$ cat src/rtl/mem_bus_pkg.sv
// Shared definitions for the memory-side bus responder: FSM encoding,
// read/write polarity and wait-counter width.
package mem_bus_pkg;

  typedef enum logic [1:0] {
    ST_IDLE   = 2'd0,
    ST_WAIT   = 2'd1,
    ST_ACCESS = 2'd2,
    ST_DONE   = 2'd3
  } state_t;

  localparam logic RW_READ  = 1'b1;
  localparam logic RW_WRITE = 1'b0;

  localparam int CNT_W = 4;

endpackage

$ cat src/rtl/mem_bus_responder_mem_array.sv
// Single-port synchronous RAM, N x 2**A, one write port and a registered
// read that only updates when rd_en is high.
module mem_array #(
  parameter int N = 16,
  parameter int A = 8
) (
  input  logic         clk,
  input  logic         we,
  input  logic         rd_en,
  input  logic [A-1:0] addr,
  input  logic [N-1:0] wdata,
  output logic [N-1:0] rdata
);

  logic [N-1:0] mem_reg [2**A];
  logic [N-1:0] rdata_reg;

  always_ff @(posedge clk) begin
    if (we) begin
      mem_reg[addr] <= wdata;
    end
    if (rd_en) begin
      rdata_reg <= mem_reg[addr];
    end
  end

  assign rdata = rdata_reg;

endmodule

$ cat src/rtl/mem_bus_responder.sv
// Memory-side bus responder: latches the bus address, serves reads/writes
// with W wait states, and shares the RAM port with a preload path.
module mem_bus_responder
  import mem_bus_pkg::*;
#(
  parameter int N = 16,
  parameter int A = 8,
  parameter int W = 1
) (
  input  logic         clk,
  input  logic         rst,
  input  logic [N-1:0] addr_in,
  input  logic         addr_en,
  input  logic [N-1:0] data_in,
  input  logic         data_en,
  input  logic         rw,
  input  logic         ld_en,
  input  logic [A-1:0] ld_addr,
  input  logic [N-1:0] ld_data,
  output logic [N-1:0] dout,
  output logic         ready,
  output logic         err,
  output logic         busy
);

  state_t           state_reg, state_next;
  logic [CNT_W-1:0] cnt_reg;
  logic [N-1:0]     addr_q;
  logic [N-1:0]     xaddr;
  logic [N-1:0]     wdata_reg;
  logic             rw_reg;
  logic             zero_reg;
  logic             accept;
  logic             oor;

  logic             ram_we;
  logic             ram_rd;
  logic [A-1:0]     ram_addr;
  logic [N-1:0]     ram_wdata;
  logic [N-1:0]     ram_rdata;

  assign oor = |(xaddr >> A);

  always_ff @(posedge clk or negedge rst) begin
    if (!rst) begin
      state_reg <= ST_IDLE;
    end else begin
      state_reg <= state_next;
    end
  end

  always_comb begin
    state_next = state_reg;
    accept     = 1'b0;
    case (state_reg)
      ST_IDLE: begin
        if (data_en && !ld_en) begin
          accept     = 1'b1;
          state_next = (W == 0) ? ST_ACCESS : ST_WAIT;
        end
      end
      ST_WAIT: begin
        if (cnt_reg == CNT_W'(1)) begin
          state_next = ST_ACCESS;
        end
      end
      ST_ACCESS: state_next = ST_DONE;
      ST_DONE:   state_next = ST_IDLE;
      default:   state_next = ST_IDLE;
    endcase
  end

  always_ff @(posedge clk or negedge rst) begin
    if (!rst) begin
      addr_q    <= '0;
      xaddr     <= '0;
      wdata_reg <= '0;
      rw_reg    <= RW_READ;
      cnt_reg   <= '0;
      zero_reg  <= 1'b1;
    end else begin
      if (addr_en) begin
        addr_q <= addr_in;
      end
      if (accept) begin
        xaddr     <= addr_en ? addr_in : addr_q;
        wdata_reg <= data_in;
        rw_reg    <= rw;
        cnt_reg   <= CNT_W'(W);
      end else if (state_reg == ST_WAIT) begin
        cnt_reg <= cnt_reg - CNT_W'(1);
      end
      // An out-of-range read forces dout to zero until the next read.
      if (state_reg == ST_ACCESS && rw_reg == RW_READ) begin
        zero_reg <= oor;
      end
    end
  end

  // Bus access owns the port in ACCESS; preload only gets it in IDLE.
  always_comb begin
    ram_we    = 1'b0;
    ram_rd    = 1'b0;
    ram_addr  = ld_addr;
    ram_wdata = ld_data;
    if (state_reg == ST_ACCESS) begin
      ram_addr  = xaddr[A-1:0];
      ram_wdata = wdata_reg;
      ram_we    = (rw_reg == RW_WRITE) && !oor;
      ram_rd    = (rw_reg == RW_READ) && !oor;
    end else if (state_reg == ST_IDLE && ld_en) begin
      ram_we = 1'b1;
    end
  end

  mem_array #(
    .N(N),
    .A(A)
  ) u_mem (
    .clk   (clk),
    .we    (ram_we),
    .rd_en (ram_rd),
    .addr  (ram_addr),
    .wdata (ram_wdata),
    .rdata (ram_rdata)
  );

  assign dout  = zero_reg ? '0 : ram_rdata;
  assign ready = (state_reg == ST_DONE);
  assign err   = (state_reg == ST_DONE) && oor;
  assign busy  = (state_reg != ST_IDLE);

endmodule

$ cat config.mk
export PLATFORM = sky130hd
export DESIGN_NAME = mem_bus_responder
export DESIGN_NICKNAME = d
export VERILOG_FILES = /design/src/rtl/mem_bus_pkg.sv /design/src/rtl/mem_bus_responder_mem_array.sv /design/src/rtl/mem_bus_responder.sv
export SDC_FILE = /design/constraint.sdc
export NUM_CORES = 2
export LEC_CHECK = 0
export BUFFER_PORTS_ARGS = -buffer_cell sky130_fd_sc_hd__buf_4
export CAP_MARGIN = 20
export CORE_ASPECT_RATIO = 0.6
export CORE_MARGIN = 8
export CORE_UTILIZATION = 60
export DETAILED_ROUTE_END_ITERATION = 10
export GPL_ROUTABILITY_DRIVEN = 0
export GPL_TIMING_DRIVEN = 0
export PLACE_DENSITY_LB_ADDON = 0.25
export SKIP_CTS_REPAIR_TIMING = 1
export SKIP_LAST_GASP = 1
export SYNTH_ARGS = -nofsm -noshare
export SYNTH_HDL_FRONTEND = slang
export SYNTH_SLANG_ARGS = --single-unit
export TNS_END_PERCENT = 20
$ cat constraint.sdc
create_clock -name clk -period 8.9 [get_ports clk]
set_input_delay 2.67 -clock clk [delete_from_list [all_inputs] [get_ports clk]]
set_output_delay 2.67 -clock clk [all_outputs]
set_load 0.02 [all_outputs]
==> impl_metrics.tcl <==
set metrics [dict create \
    synth_top_area_share 0.774 \
    fin_ws_ns 1.16 \
    post-route-util 0.684 \
    ir_worst_vdd_mv 0.293 \
    finalMaxSlewViolations 0 \
    row_count 146 \
    initial_core_util 0.604 \
    grt_pass1_vias 84400 \
    startpoint "ld_addr[0]" \
    core-area_um2 264000 \
    detail-route-antenna-nets 0 \
    die_area_um2 283000 \
    timing.rr.start "state_reg[0]$_DFFE_PN0P_" \
    drc 0 \
    hp-start "xaddr[13]$_DFFE_PN0P_" \
    ys_seq_area_frac 0.782 \
    hold_path.class "reg -> reg" \
    die_h_um 416 \
    htree_levels 5 \
    synth_largest_area_cell "edfxtp_1" \
    cts_buffers 361 \
    grt_overflow 0 \
    p_leak_nw 60.2 \
    p_int_mw 36.7 \
    start_kind "input pin" \
    root_buffer "clkbuf_16" \
    whs_ns 0.488 \
    tightest_slew_ns 1.39 \
    period_share 0.870 \
    critPathMaxFanout 16 \
    total_power_mw 54.8 \
    vias 89300 \
    insertion_delay_ns 0.92 \
    clkSinkCount 4168 \
    area_delta_synth_final_pct 13.2 \
    synth-edff-count 4112 \
    syn_nets 8237 \
    grt_start_max_net_pins 141 \
    yosys_warnings 0 \
    dr.pass1.iters 7 \
    syn_area_um2 160000 \
    finalHoldViolCount 0 \
    cp.arrival_ns 8.24 \
    synth_seq_cells 4168 \
    cap_violations 0 \
    pwr-share-comb 0.279 \
    syn_inst 8168 \
    critPathCaptureType "flop" \
    rsz0062_at_grt "no" \
    hpwl_um 317000 \
    setup-violations-final 0 \
    crit_required_ns 9.40 \
    vias_per_cell 7.00 \
    ios 81 \
    nets 8945 \
    wl_per_cell_um 36.9 \
    clock-skew-final_ns 0.0590 \
    status "complete, no violations" \
    async_reset_ff_frac 0.0134 \
    grt_pass1_wl_um 644000 \
    fmax_mhz 129 \
    p_sw_mw 18.1 \
    p_sw_frac 0.330 \
    hold_path_depth 2 \
    grt_usage 0.323 \
    power.density_nw_per_um2 303 \
    clockPowerShare 0.282 \
    drt_iter0_markers 15900 \
    cts_tree "done" \
    antenna_found_initial 39 \
    clockBufferDepth 4 \
    dp_slack_ns 0.606 \
    nFillCells 16200 \
    clkTransAtPathRegs_ns 0.06 \
    largest_reg_flops 4096 \
    max-slew-margin-rel 0.0592 \
    drive_gt1_frac 0.192 \
    synthTopCellsByArea "edfxtp_1, mux2i_1, mux4_2" \
    rr_worst_depth 13 \
    synth_area_per_cell_um2 19.5 \
    pwr-share-seq 0.439 \
    ys.flop_type "edfxtp_1" \
    ys_types 44 \
    worstSetupPathType "in -> reg" \
    worst-r2r-setup-slack_ns 1.97 \
    die_w_um 682 \
    io_buffer_count 79 \
    wl_um 470000 \
    final.min_clock_period_ns 7.74 \
]
==> power groups by stage <==
| stage | registers [mW] | logic, mW | clock network (mW) |
|---|---|---|---|
| 2_1_floorplan | 24.6 | 7.71 | 0 |
| 3_3_place_gp | 25.1 | 13.5 | 0 |
| 3_5_place_dp | 24.4 | 14.5 | 0 |
| 4_1_cts | 24.0 | 14.5 | 15.5 |
| 5_1_grt | 24.0 | 15.4 | 16.1 |
| 6_report | 24.0 | 15.3 | 15.5 |
==> placed cells by master, fill, tap and decap left out, types with 100 or more instances in the layout <==
cell type / count
o22ai_1: 641
mux4_2: 384
nor2_2: 166
buf_8: 100
buf_2: 235
mux2i_1: 1281
clkbuf_16: 369
edfxtp_1: 4112
o41ai_1: 152
a22oi_1: 131
clkbuf_1: 286
nand4_1: 112
buf_4: 156
nand2_1: 294
==> stage by stage <==
stage	setup TNS (ns)	instances	cell area [µm²]
global placement	-33.28	11800	165000
CTS	0	12700	180000
finish	0	12700	181000
global route	0	12700	181000
detailed placement	0	12000	169000
floorplan	0	8168	160000
==> path summary, 6_finish.rpt <==
kind | endpoint
max | u_mem.mem_reg[232][2]$_DFFE_PP_
min | xaddr[13]$_DFFE_PN0P_
max reg2reg | u_mem.mem_reg[232][2]$_DFFE_PP_
min reg2reg | xaddr[13]$_DFFE_PN0P_
max in group asynchronous | xaddr[15]$_DFFE_PN0P_
min in group asynchronous | addr_q[14]$_DFF_PN0_
==> critical path: stages <==
cell and delay (ns):
buf_4 0.14, mux2i_1 0.13, buf_4 0.32, buf_2 0.67, buf_4 0.52, buf_4 0.37, buf_4 0.29, buf_4 0.36
nand4_1 0.94, buf_2 0.81, nor2_2 0.98
==> synth_stat cells (54+ instances only) <==
cell type	n
mux2i_1	1282
dfrtp_1	54
mux4_2	384
a22oi_1	131
nand2_1	294
buf_2	205
nor2_1	223
clkbuf_1	215
a21oi_1	99
o22ai_1	641
edfxtp_1	4112
o41ai_1	160
nand4_1	112
==> cell type report <==
cell class,instances,area [µm²],area share
antenna,32,80.1,0.000443
buffer,504,2470,0.0136
clock buffer,451,9540,0.0528
clock inverter,196,1740,0.00963
inverter,7,26.3,0.000145
multi-input combinational,3489,33200,0.184
sequential,4168,125000,0.691
tap,3552,4440,0.0246
timing repair buffer,345,4360,0.0241
==> cell families after synthesis <==
logic type      count (synthesis)  synth area share
mux                          1700             0.137
buf+inv                       511            0.0155
simple gates                  732            0.0205
fa+ha+maj                       7          0.000549
compound gates               1047            0.0439
xor+xnor                        3          0.000165
flops                        4168             0.782
==> metal layers <==
layer | vias up | share of wire | GRT usage | routed length, µm
li1 | 35100 | - | - | -
met1 | 45600 | 0.37 | 0.465 | 174000
met2 | 7602 | 0.41 | 0.432 | 192000
met3 | 1016 | 0.18 | 0.159 | 86500
met4 | 4 | 0.037 | 0.109 | 17400
met5 | - | 0.000077 | 0 | 36
No activity file was read; power rests on OpenSTA's default activity.
